[src/rtl/bus_arbiter_pkg.sv]
// Shared bus definitions: FSM states, hb encodings, default windows.
// Ports: none (package only).
package bus_arbiter_pkg;

  typedef enum logic [1:0] {
    ST_IDLE   = 2'd0,
    ST_ACCESS = 2'd1,
    ST_RESP   = 2'd2
  } state_t;

  typedef enum logic [1:0] {
    HB_WORD = 2'b00,
    HB_HALF = 2'b01,
    HB_BYTE = 2'b10
  } hb_t;

  localparam logic [31:0] ROM_BASE_DEF  = 32'h0000_0000;
  localparam logic [31:0] RAM_BASE_DEF  = 32'h0000_1000;
  localparam logic [31:0] UART_BASE_DEF = 32'h0000_2000;

  localparam logic [31:0] ROM_SIZE  = 32'h0000_1000;
  localparam logic [31:0] RAM_SIZE  = 32'h0000_1000;
  localparam logic [31:0] UART_SIZE = 32'h0000_0010;

  // Unsigned offset compare: addresses below base wrap to huge offsets
  function automatic logic in_win(
    input logic [31:0] a,
    input logic [31:0] base,
    input logic [31:0] size
  );
    return (a - base) < size;
  endfunction

endpackage

[src/rtl/bus_decoder.sv]
// Address decoder: maps an address onto one-hot slave selects.
// Ports: i_addr in 32; o_cs out 3 {uart,ram,rom}; o_err out 1 (unmapped).
module bus_decoder
  import bus_arbiter_pkg::*;
#(
  parameter logic [31:0] ROM_BASE  = ROM_BASE_DEF,
  parameter logic [31:0] RAM_BASE  = RAM_BASE_DEF,
  parameter logic [31:0] UART_BASE = UART_BASE_DEF
) (
  input  logic [31:0] i_addr,
  output logic [2:0]  o_cs,
  output logic        o_err
);

  always_comb begin
    o_cs    = 3'b000;
    o_cs[0] = in_win(i_addr, ROM_BASE, ROM_SIZE);
    o_cs[1] = in_win(i_addr, RAM_BASE, RAM_SIZE);
    o_cs[2] = in_win(i_addr, UART_BASE, UART_SIZE);
  end

  assign o_err = ~|o_cs;

endmodule

[src/rtl/bus_arbiter.sv]
// Two-master, three-slave bus arbiter with IDLE/ACCESS/RESP FSM.
// Ports: clk_i, rst_i (async, active-high); per master m0/m1:
//   req/we/addr/wdata/hb in, gnt/ack/rdata out; bus_addr/data/we/hb/cs
//   out to slaves; rom/ram/uart_data_i in; bus_err_o sticky unmapped flag.
// Option: define BUS_ARB_ROUND_ROBIN_EN for round-robin arbitration,
//   otherwise m0 has fixed priority.
module bus_arbiter
  import bus_arbiter_pkg::*;
#(
  parameter logic [31:0] ROM_BASE  = ROM_BASE_DEF,
  parameter logic [31:0] RAM_BASE  = RAM_BASE_DEF,
  parameter logic [31:0] UART_BASE = UART_BASE_DEF
) (
  input  logic        clk_i,
  input  logic        rst_i,
  input  logic        m0_req_i,
  input  logic        m0_we_i,
  input  logic [31:0] m0_addr_i,
  input  logic [31:0] m0_wdata_i,
  input  logic [1:0]  m0_hb_i,
  input  logic        m1_req_i,
  input  logic        m1_we_i,
  input  logic [31:0] m1_addr_i,
  input  logic [31:0] m1_wdata_i,
  input  logic [1:0]  m1_hb_i,
  output logic        m0_gnt_o,
  output logic        m0_ack_o,
  output logic [31:0] m0_rdata_o,
  output logic        m1_gnt_o,
  output logic        m1_ack_o,
  output logic [31:0] m1_rdata_o,
  output logic [31:0] bus_addr_o,
  output logic [31:0] bus_data_o,
  output logic        bus_we_o,
  output logic [1:0]  bus_hb_o,
  output logic [2:0]  bus_cs_o,
  input  logic [31:0] rom_data_i,
  input  logic [31:0] ram_data_i,
  input  logic [31:0] uart_data_i,
  output logic        bus_err_o
);

  state_t      r_state;
  logic        r_mid;
  logic [1:0]  r_gnt;
  logic [1:0]  r_ack;

  logic        w_any;
  logic        w_sel;
  logic        w_we;
  logic [31:0] w_addr;
  logic [31:0] w_wdata;
  logic [1:0]  w_hb;
  logic [2:0]  w_cs;
  logic        w_err;
  logic [31:0] w_rd;

  assign w_any = m0_req_i | m1_req_i;

`ifdef BUS_ARB_ROUND_ROBIN_EN
  // Master granted most recently; reset to m1 so m0 wins first
  logic r_last;

  assign w_sel = (m0_req_i & m1_req_i) ? ~r_last : m1_req_i;

  always_ff @(posedge clk_i or posedge rst_i) begin
    if (rst_i) begin
      r_last <= 1'b1;
    end else if (r_state == ST_IDLE && w_any) begin
      r_last <= w_sel;
    end
  end
`else
  assign w_sel = ~m0_req_i;
`endif

  assign w_we    = w_sel ? m1_we_i    : m0_we_i;
  assign w_addr  = w_sel ? m1_addr_i  : m0_addr_i;
  assign w_wdata = w_sel ? m1_wdata_i : m0_wdata_i;
  assign w_hb    = w_sel ? m1_hb_i    : m0_hb_i;

  bus_decoder #(
    .ROM_BASE  (ROM_BASE),
    .RAM_BASE  (RAM_BASE),
    .UART_BASE (UART_BASE)
  ) u_dec (
    .i_addr (w_addr),
    .o_cs   (w_cs),
    .o_err  (w_err)
  );

  // Slave read mux keyed by the select driven during ACCESS
  always_comb begin
    w_rd = 32'h0;
    unique case (1'b1)
      bus_cs_o[0]: w_rd = rom_data_i;
      bus_cs_o[1]: w_rd = ram_data_i;
      bus_cs_o[2]: w_rd = uart_data_i;
      default:     w_rd = 32'h0;
    endcase
  end

  always_ff @(posedge clk_i or posedge rst_i) begin
    if (rst_i) begin
      r_state    <= ST_IDLE;
      r_mid      <= 1'b0;
      r_gnt      <= 2'b00;
      r_ack      <= 2'b00;
      bus_we_o   <= 1'b0;
      bus_cs_o   <= 3'b000;
      bus_addr_o <= 32'h0;
      bus_data_o <= 32'h0;
      bus_hb_o   <= 2'b00;
      bus_err_o  <= 1'b0;
      m0_rdata_o <= 32'h0;
      m1_rdata_o <= 32'h0;
    end else begin
      unique case (r_state)
        ST_IDLE: begin
          if (w_any) begin
            r_state    <= ST_ACCESS;
            r_mid      <= w_sel;
            r_gnt      <= w_sel ? 2'b10 : 2'b01;
            bus_we_o   <= w_we;
            bus_cs_o   <= w_cs;
            bus_addr_o <= w_addr;
            bus_data_o <= w_wdata;
            bus_hb_o   <= w_hb;
            if (w_err) bus_err_o <= 1'b1;
          end
        end
        ST_ACCESS: begin
          r_state  <= ST_RESP;
          r_gnt    <= 2'b00;
          r_ack    <= r_gnt;
          bus_we_o <= 1'b0;
          bus_cs_o <= 3'b000;
          if (!bus_we_o) begin
            if (r_mid) m1_rdata_o <= w_rd;
            else       m0_rdata_o <= w_rd;
          end
        end
        ST_RESP: begin
          r_state <= ST_IDLE;
          r_ack   <= 2'b00;
        end
        default: r_state <= ST_IDLE;
      endcase
    end
  end

  assign m0_gnt_o = r_gnt[0];
  assign m1_gnt_o = r_gnt[1];
  assign m0_ack_o = r_ack[0];
  assign m1_ack_o = r_ack[1];

endmodule
[config.mk]
export PLATFORM = sky130hd
export DESIGN_NAME = bus_arbiter
export DESIGN_NICKNAME = d
export VERILOG_FILES = /design/src/rtl/bus_arbiter_pkg.sv /design/src/rtl/bus_decoder.sv /design/src/rtl/bus_arbiter.sv
export SDC_FILE = /design/constraint.sdc
export NUM_CORES = 1
export LEC_CHECK = 0
export BUFFER_PORTS_ARGS = -buffer_cell sky130_fd_sc_hd__buf_2
export CAP_MARGIN = 20
export CORE_AREA = 8 8 140 142
export CTS_CLUSTER_SIZE = 10
export DETAILED_ROUTE_END_ITERATION = 10
export DIE_AREA = 0 0 148 150
export PLACE_DENSITY_LB_ADDON = 0.08
export SYNTH_ARGS = -nofsm -noshare
export SYNTH_HDL_FRONTEND = slang
export SYNTH_HIERARCHICAL = 1
export SYNTH_SLANG_ARGS = --single-unit
[constraint.sdc]
create_clock -name clk_i -period 5.66 [get_ports clk_i]
set_input_delay 0.849 -clock clk_i [delete_from_list [all_inputs] [get_ports clk_i]]
set_output_delay 0.849 -clock clk_i [all_outputs]
set_load 0.005 [all_outputs]
Word-level counts from Yosys, hierarchy flattened
Index checks and enable logic that the tools add are counted.
{"block": "totals", "reg_bits": 142, "in_bits": 234, "out_inout_bits": 139, "word_cells": 49}
{"block": "op_classes", "n_addsub": 2, "magnitude_cmp": 3, "eq_ne": 3, "n_mux": 15, "bitwise_logic": 5, "n_reduce_logical": 9}
{"cell": "case mux 32 bit (3 select lines)", "n": 1}
{"cell": "less-than comparator 32 x 13 -> 1 bit, second input constant", "n": 2}
{"cell": "2-to-1 mux 32 bit", "n": 2}
{"cell": "less-than comparator 32 x 5 -> 1 bit, second input constant", "n": 1}
{"cell": "subtractor 32 x 13 -> 32 bit, second input constant", "n": 1}
{"cell": "subtractor 32 x 14 -> 32 bit, second input constant", "n": 1}
{"cell": "case mux 2 bit (2 select lines)", "n": 3}
{"cell": "AND reduction 3 bit", "n": 3}
{"cell": "2-to-1 mux 2 bit", "n": 4}
{"cell": "case mux 3 bit (2 select lines)", "n": 1}
{"cell": "NOT 1 bit", "n": 4}
{"cell": "AND reduction 2 bit", "n": 2}
{"cell": "nonzero test 2 bit", "n": 2}
{"cell": "2-to-1 mux 3 bit", "n": 1}
{"cell": "OR reduction 3 bit", "n": 1}
{"cell": "equality test 2 x 1 -> 1 bit, second input constant", "n": 1}
{"cell": "equality test 2 bit, second input constant", "n": 1}
{"cell": "zero test 2 bit", "n": 1}
{"cell": "2-to-1 mux 1 bit", "n": 2}
{"cell": "inequality test 2 bit, second input constant", "n": 1}
{"cell": "case mux 1 bit (2 select lines)", "n": 1}
{"cell": "OR 1 bit", "n": 1}

Logic depth before layout (Yosys ltp)
{"block": "logic_depth", "depth_word": 6, "mapped_depth": 12, "ltp_nobuf": 10}

By module
The synthesis kept the hierarchy.
{"mod": "bus_arbiter", "instances": 1, "cells_per_inst": 622, "area_per_inst_um2": 6359.8, "seq_area_each_um2": 3553.4}
{"mod": "bus_decoder", "instances": 1, "cells_per_inst": 77, "area_per_inst_um2": 478.0, "seq_area_each_um2": 0.0}

Worst setup path after synthesis
No wires, ideal clock.
{"block": "synth_timing", "path_type": "input-to-reg", "start": "in m0_req_i", "end": "reg bus_err_o", "setup_time_ps": 118, "arrival_time_ps": 3084, "required_time_ps": 5542, "path_slack_ps": 2458, "cell_stages": 10, "n_path_buf": 2, "path_cell_list": "buf_6 > buf_4 > mux2_2 > or3_1 > or4_1 > o21ai_1 > nand3_1 > o31a_1 > o21ba_1 > a21o_1"}
{"block": "synth_via", "elab_chain_len": 6, "word_cells_on_any_way": 10, "classes_between": "add/sub (2); order compare (3); mux (1); bitwise (2); reduce/logical (2)"}
{"element": "start, declared", "line_no": "bus_arbiter.sv:16", "source": "input logic m0_req_i,"}
{"element": "2-to-1 mux 32 bit (*)", "line_no": "bus_arbiter.sv:78", "source": "assign w_addr = w_sel ? m1_addr_i : m0_addr_i;"}
{"element": "net w_addr[16]", "line_no": "bus_arbiter.sv:51", "source": "logic [31:0] w_addr;"}
{"element": "subtractor 32 x 13 -> 32 bit / subtractor 32 x 14 -> 32 bit (equally long branches)", "line_no": "bus_arbiter_pkg.sv:31", "source": "return (a - base) < size;"}
{"element": "less-than comparator 32 x 13 -> 1 bit / less-than comparator 32 x 5 -> 1 bit (equally long branches)", "line_no": "bus_arbiter_pkg.sv:31"}
{"element": "OR reduction 3 bit (*)", "line_no": "bus_decoder.sv:22", "source": "assign o_err = ~|o_cs;"}
{"element": "NOT 1 bit (no source line) (*)"}
{"element": "AND reduction 3 bit (no source line) (*)"}
{"element": "end signal, assigned", "line_no": "bus_arbiter.sv:114", "source": "bus_err_o <= 1'b0;"}
{"element": "end signal, assigned", "line_no": "bus_arbiter.sv:129", "source": "if (w_err) bus_err_o <= 1'b1;"}
{"element": "end, declared", "line_no": "bus_arbiter.sv:40", "source": "output logic bus_err_o"}
The timed path passes the listed nets; every way through them passes the cells marked *.
A chain may end at the register's enable or synchronous reset.

Final worst setup path
Ends and elaborated chain as after synthesis.

==> results.cfg <==
[outcome]
status = completed

[yosys]
yosysTopAreaCell = dfrtp_1
synth_seq_cells = 142
synth_area_sq_um = 6838
yosys-top-cells-area = dfrtp_1, nand2_1, mux2_2
synth_cells = 699
synth_cell_type_count = 50
synth.top_cell.area_share_pct = 51.97
synth_fp_nets = 938
synth_ff_type = dfrtp_1
async_flop_share_pct = 100.0
synth_edf_count = 0
seq_area_frac_synth_pct = 51.97
ys_warn_count = 6
syn_avg_cell_area_sq_um = 9.782

[job]
drv_cap = 0

[routing]
drc = 0
first_iter_violations = 432
detail-route-antenna-nets = 0
via_per_inst = 4.941
dr_total_vias = 6369
routed_wl_um = 23710
dr.pass1.iters = 6
wl_per_cell_um = 18.39

[finish]
nets = 1288
areaGrowthSynthToFinish_pct = 38.63
final_util_pct = 54.06
layout-drive-gt1-share_pct = 42.45
fill_cells = 1713
insertedDiodeCount = 0

[global_route]
grt_usage_pct = 20.99
grt_max_degree = 94
grt_overflow = 0
antenna_found_initial = 1
grt_pass1_wl_um = 36690
grt_pass1_vias = 6694

[die]
core_sq_um = 17530
initial_core_util_pct = 39.00
die_h_um = 150
die_x_um = 148
row_count = 49
dieArea_sq_um = 22200
io_pins = 373

[hold_path]
worstHoldStart = bus_addr_o[15]
hold_path_depth = 2
min_path_type = register to register
hold_end = bus_addr_o[15]

[setup_path]
crit_fanout = 31
crit_type = input port to register
crit_chain = buf_4 > mux2_2 > nor4_1 > nand2_1 > nor4b_1 > o221ai_1 > o31a_1 > o21ba_1 > a21o_1
crit_family = simple AND/OR/NAND/NOR gates
critPathRequiredTime_ns = 5.97
cp-end-kind = register
crit_buf_inv = 1
start_kind = input port
slowest_delay_ns = 0.49
cpMaxStageDelayCell = nor4_1
rr_startpoint = r_state[0]
r2r_slack_ns = 3.60
worstPathArrival_ns = 3.46
r2r-end = bus_data_o[5]
reg2reg_depth = 7

[sta]
slew_viol_final = 0
fmax_mhz = 317.1
fin_crit_ns = 3.154
finalHoldViolCount = 0
slew-limit-headroom_pct = 44.23
fin_setup_tns_ns = 0
tightest_slew_ns = 0.8365
setup_viol = 0
finalClockSkew_ns = 0.009458
rsz0062_at_grt = no
timing.final.crit_share_pct = 55.72

[placed_design]
dp_hpwl_um = 18470
io_buffers = 372
gp_congestion = 0.8449

[cts]
post-cts-setup-buffers = 0
cts_tree = done
cts_resized = 0
insertion_delay_ns = 0.41
ctsRootBufferMaster = clkbuf_16
cts-buffers-inserted = 17
ctsLongestPathBuffers = 2
hold_buffers = 0
clkTransAtPathRegs_ns = 0.06
htree_levels = 4
clkSinkCount = 142

[power]
leakage_nw = 4.890
power_density_nw_per_um2 = 456.4
ir_worst_vdd_mv = 0.2150
state kept, by name, indices dropped and copies added (netlist names):
register	count
m0_rdata_o	32
r_gnt	2
bus_data_o	32
bus_addr_o	32
r_mid	1
bus_err_o	1
bus_cs_o	3
bus_hb_o	2
bus_we_o	1
r_ack	2
m1_rdata_o	32
r_state	2
cells in the mapped netlist, types with 2 or more instances:
cell	n
nor4b_1	3
nor2b_1	3
buf_2	26
nand3_1	8
a21oi_1	39
o21ai_1	7
mux2_2	34
a22o_1	3
clkbuf_2	2
a222oi_1	32
o21a_1	2
o21ai_0	67
buf_4	5
ha_1	5
nand4_1	3
dfrtp_1	142
nand3b_1	2
mux2i_1	35
buf_6	7
nor2_1	43
nor3_1	7
nand2b_1	3
inv_1	9
clkbuf_1	11
nand2_1	169
nor4_1	8
cell families (layout without fill, tap and decap cells):
| group | count (synthesis) | count (layout) | synth area share [%] |
|---|---|---|---|
| simple gates | 257 | 257 | 15.99 |
| fa+ha+maj | 5 | 5 | 0.9149 |
| buf+inv | 60 | 421 | 4.849 |
| flops | 142 | 142 | 51.97 |
| xor+xnor | 1 | 1 | 0.1281 |
| compound gates | 164 | 164 | 15.26 |
| mux | 70 | 70 | 10.89 |
per-layer routing:
| layer | vias up | wire [um] | global-route usage, % |
|---|---|---|---|
| met5 | - | 13 | 0 |
| met4 | 2 | 295 | 6.680 |
| met3 | 18 | 2172 | 7.167 |
| met2 | 269 | 11730 | 35.59 |
| met1 | 2896 | 9500 | 24.56 |
| li1 | 3184 | - | - |
cells in the final DEF (no fill, tap or decap), types with 4 or more instances in the layout:
master | Yosys | final
a21oi_1 | 39 | 39
a222oi_1 | 32 | 32
buf_16 | 0 | 4
buf_2 | 26 | 371
buf_4 | 5 | 7
bufinv_16 | 0 | 4
clkbuf_16 | 0 | 17
dfrtp_1 | 142 | 142
ha_1 | 5 | 5
inv_1 | 9 | 8
mux2_2 | 34 | 34
mux2i_1 | 35 | 35
nand2_1 | 169 | 169
nand3_1 | 8 | 8
nor2_1 | 43 | 43
nor3_1 | 7 | 7
nor4_1 | 8 | 8
o21ai_0 | 67 | 66
o21ai_1 | 7 | 7
area by class of cell:
cell class                 count  area (sq um)  area share, %
clock inverter                 9         160.2          1.690
timing repair buffer         382          2019          21.30
tap                          229         286.5          3.023
multi-input combinational    497          2970          31.34
inverter                       9         38.79         0.4092
clock buffer                  21         450.4          4.752
sequential                   142          3553          37.49
where the power goes:
part	switching (mW)	internal (mW)	leakage, nW	total [mW]
logic	0.864	0.649	2.80	1.51
clock network	0.423	0.748	0.298	1.17
registers	0.212	1.43	1.79	1.64
total	1.50	2.83	4.89	4.33
how the worst max path moves through the flow:
stage | start | to | slack, ns | cells past startpoint
2_1_floorplan | rst_i | bus_addr_o[0] | 1.00 | 1
3_3_place_gp | m0_req_i | bus_err_o | 2.08 | 9
3_5_place_dp | m0_req_i | bus_err_o | 2.08 | 9
4_1_cts | m0_req_i | bus_err_o | 2.52 | 9
5_1_grt | m0_req_i | bus_err_o | 2.21 | 9
6_report | m0_req_i | bus_err_o | 2.51 | 9
worst register-to-register path, delay by kind of cell (launching register included):
kind                     cells  cell delay, ns
flip-flops                   1            0.38
AND/OR/NAND/NOR              1            0.14
adder cells (fa/ha/maj)      1            0.44
buffers and inverters        3            0.65
AO/OA/AOI/OAI                2            0.32
stage by stage:
| stage | instances | area [sq um] | total power [mW] | hold WS (ns) | setup slack, ns |
|---|---|---|---|---|---|
| 2_1_floorplan | 699 | 6838 | 2.462 | 0.4510 | 1.001 |
| 5_1_grt | 1289 | 9479 | 4.662 | 0.4910 | 2.206 |
| 6_report | 1289 | 9479 | 4.326 | 0.4669 | 2.506 |
| 3_5_place_dp | 1257 | 8813 | 3.193 | 0.4575 | 2.076 |
| 3_3_place_gp | 1255 | 8758 | 3.146 | 0.4527 | 2.077 |
| 4_1_cts | 1287 | 9424 | 4.382 | 0.4715 | 2.521 |
No activity file was read; power rests on OpenSTA's default activity.
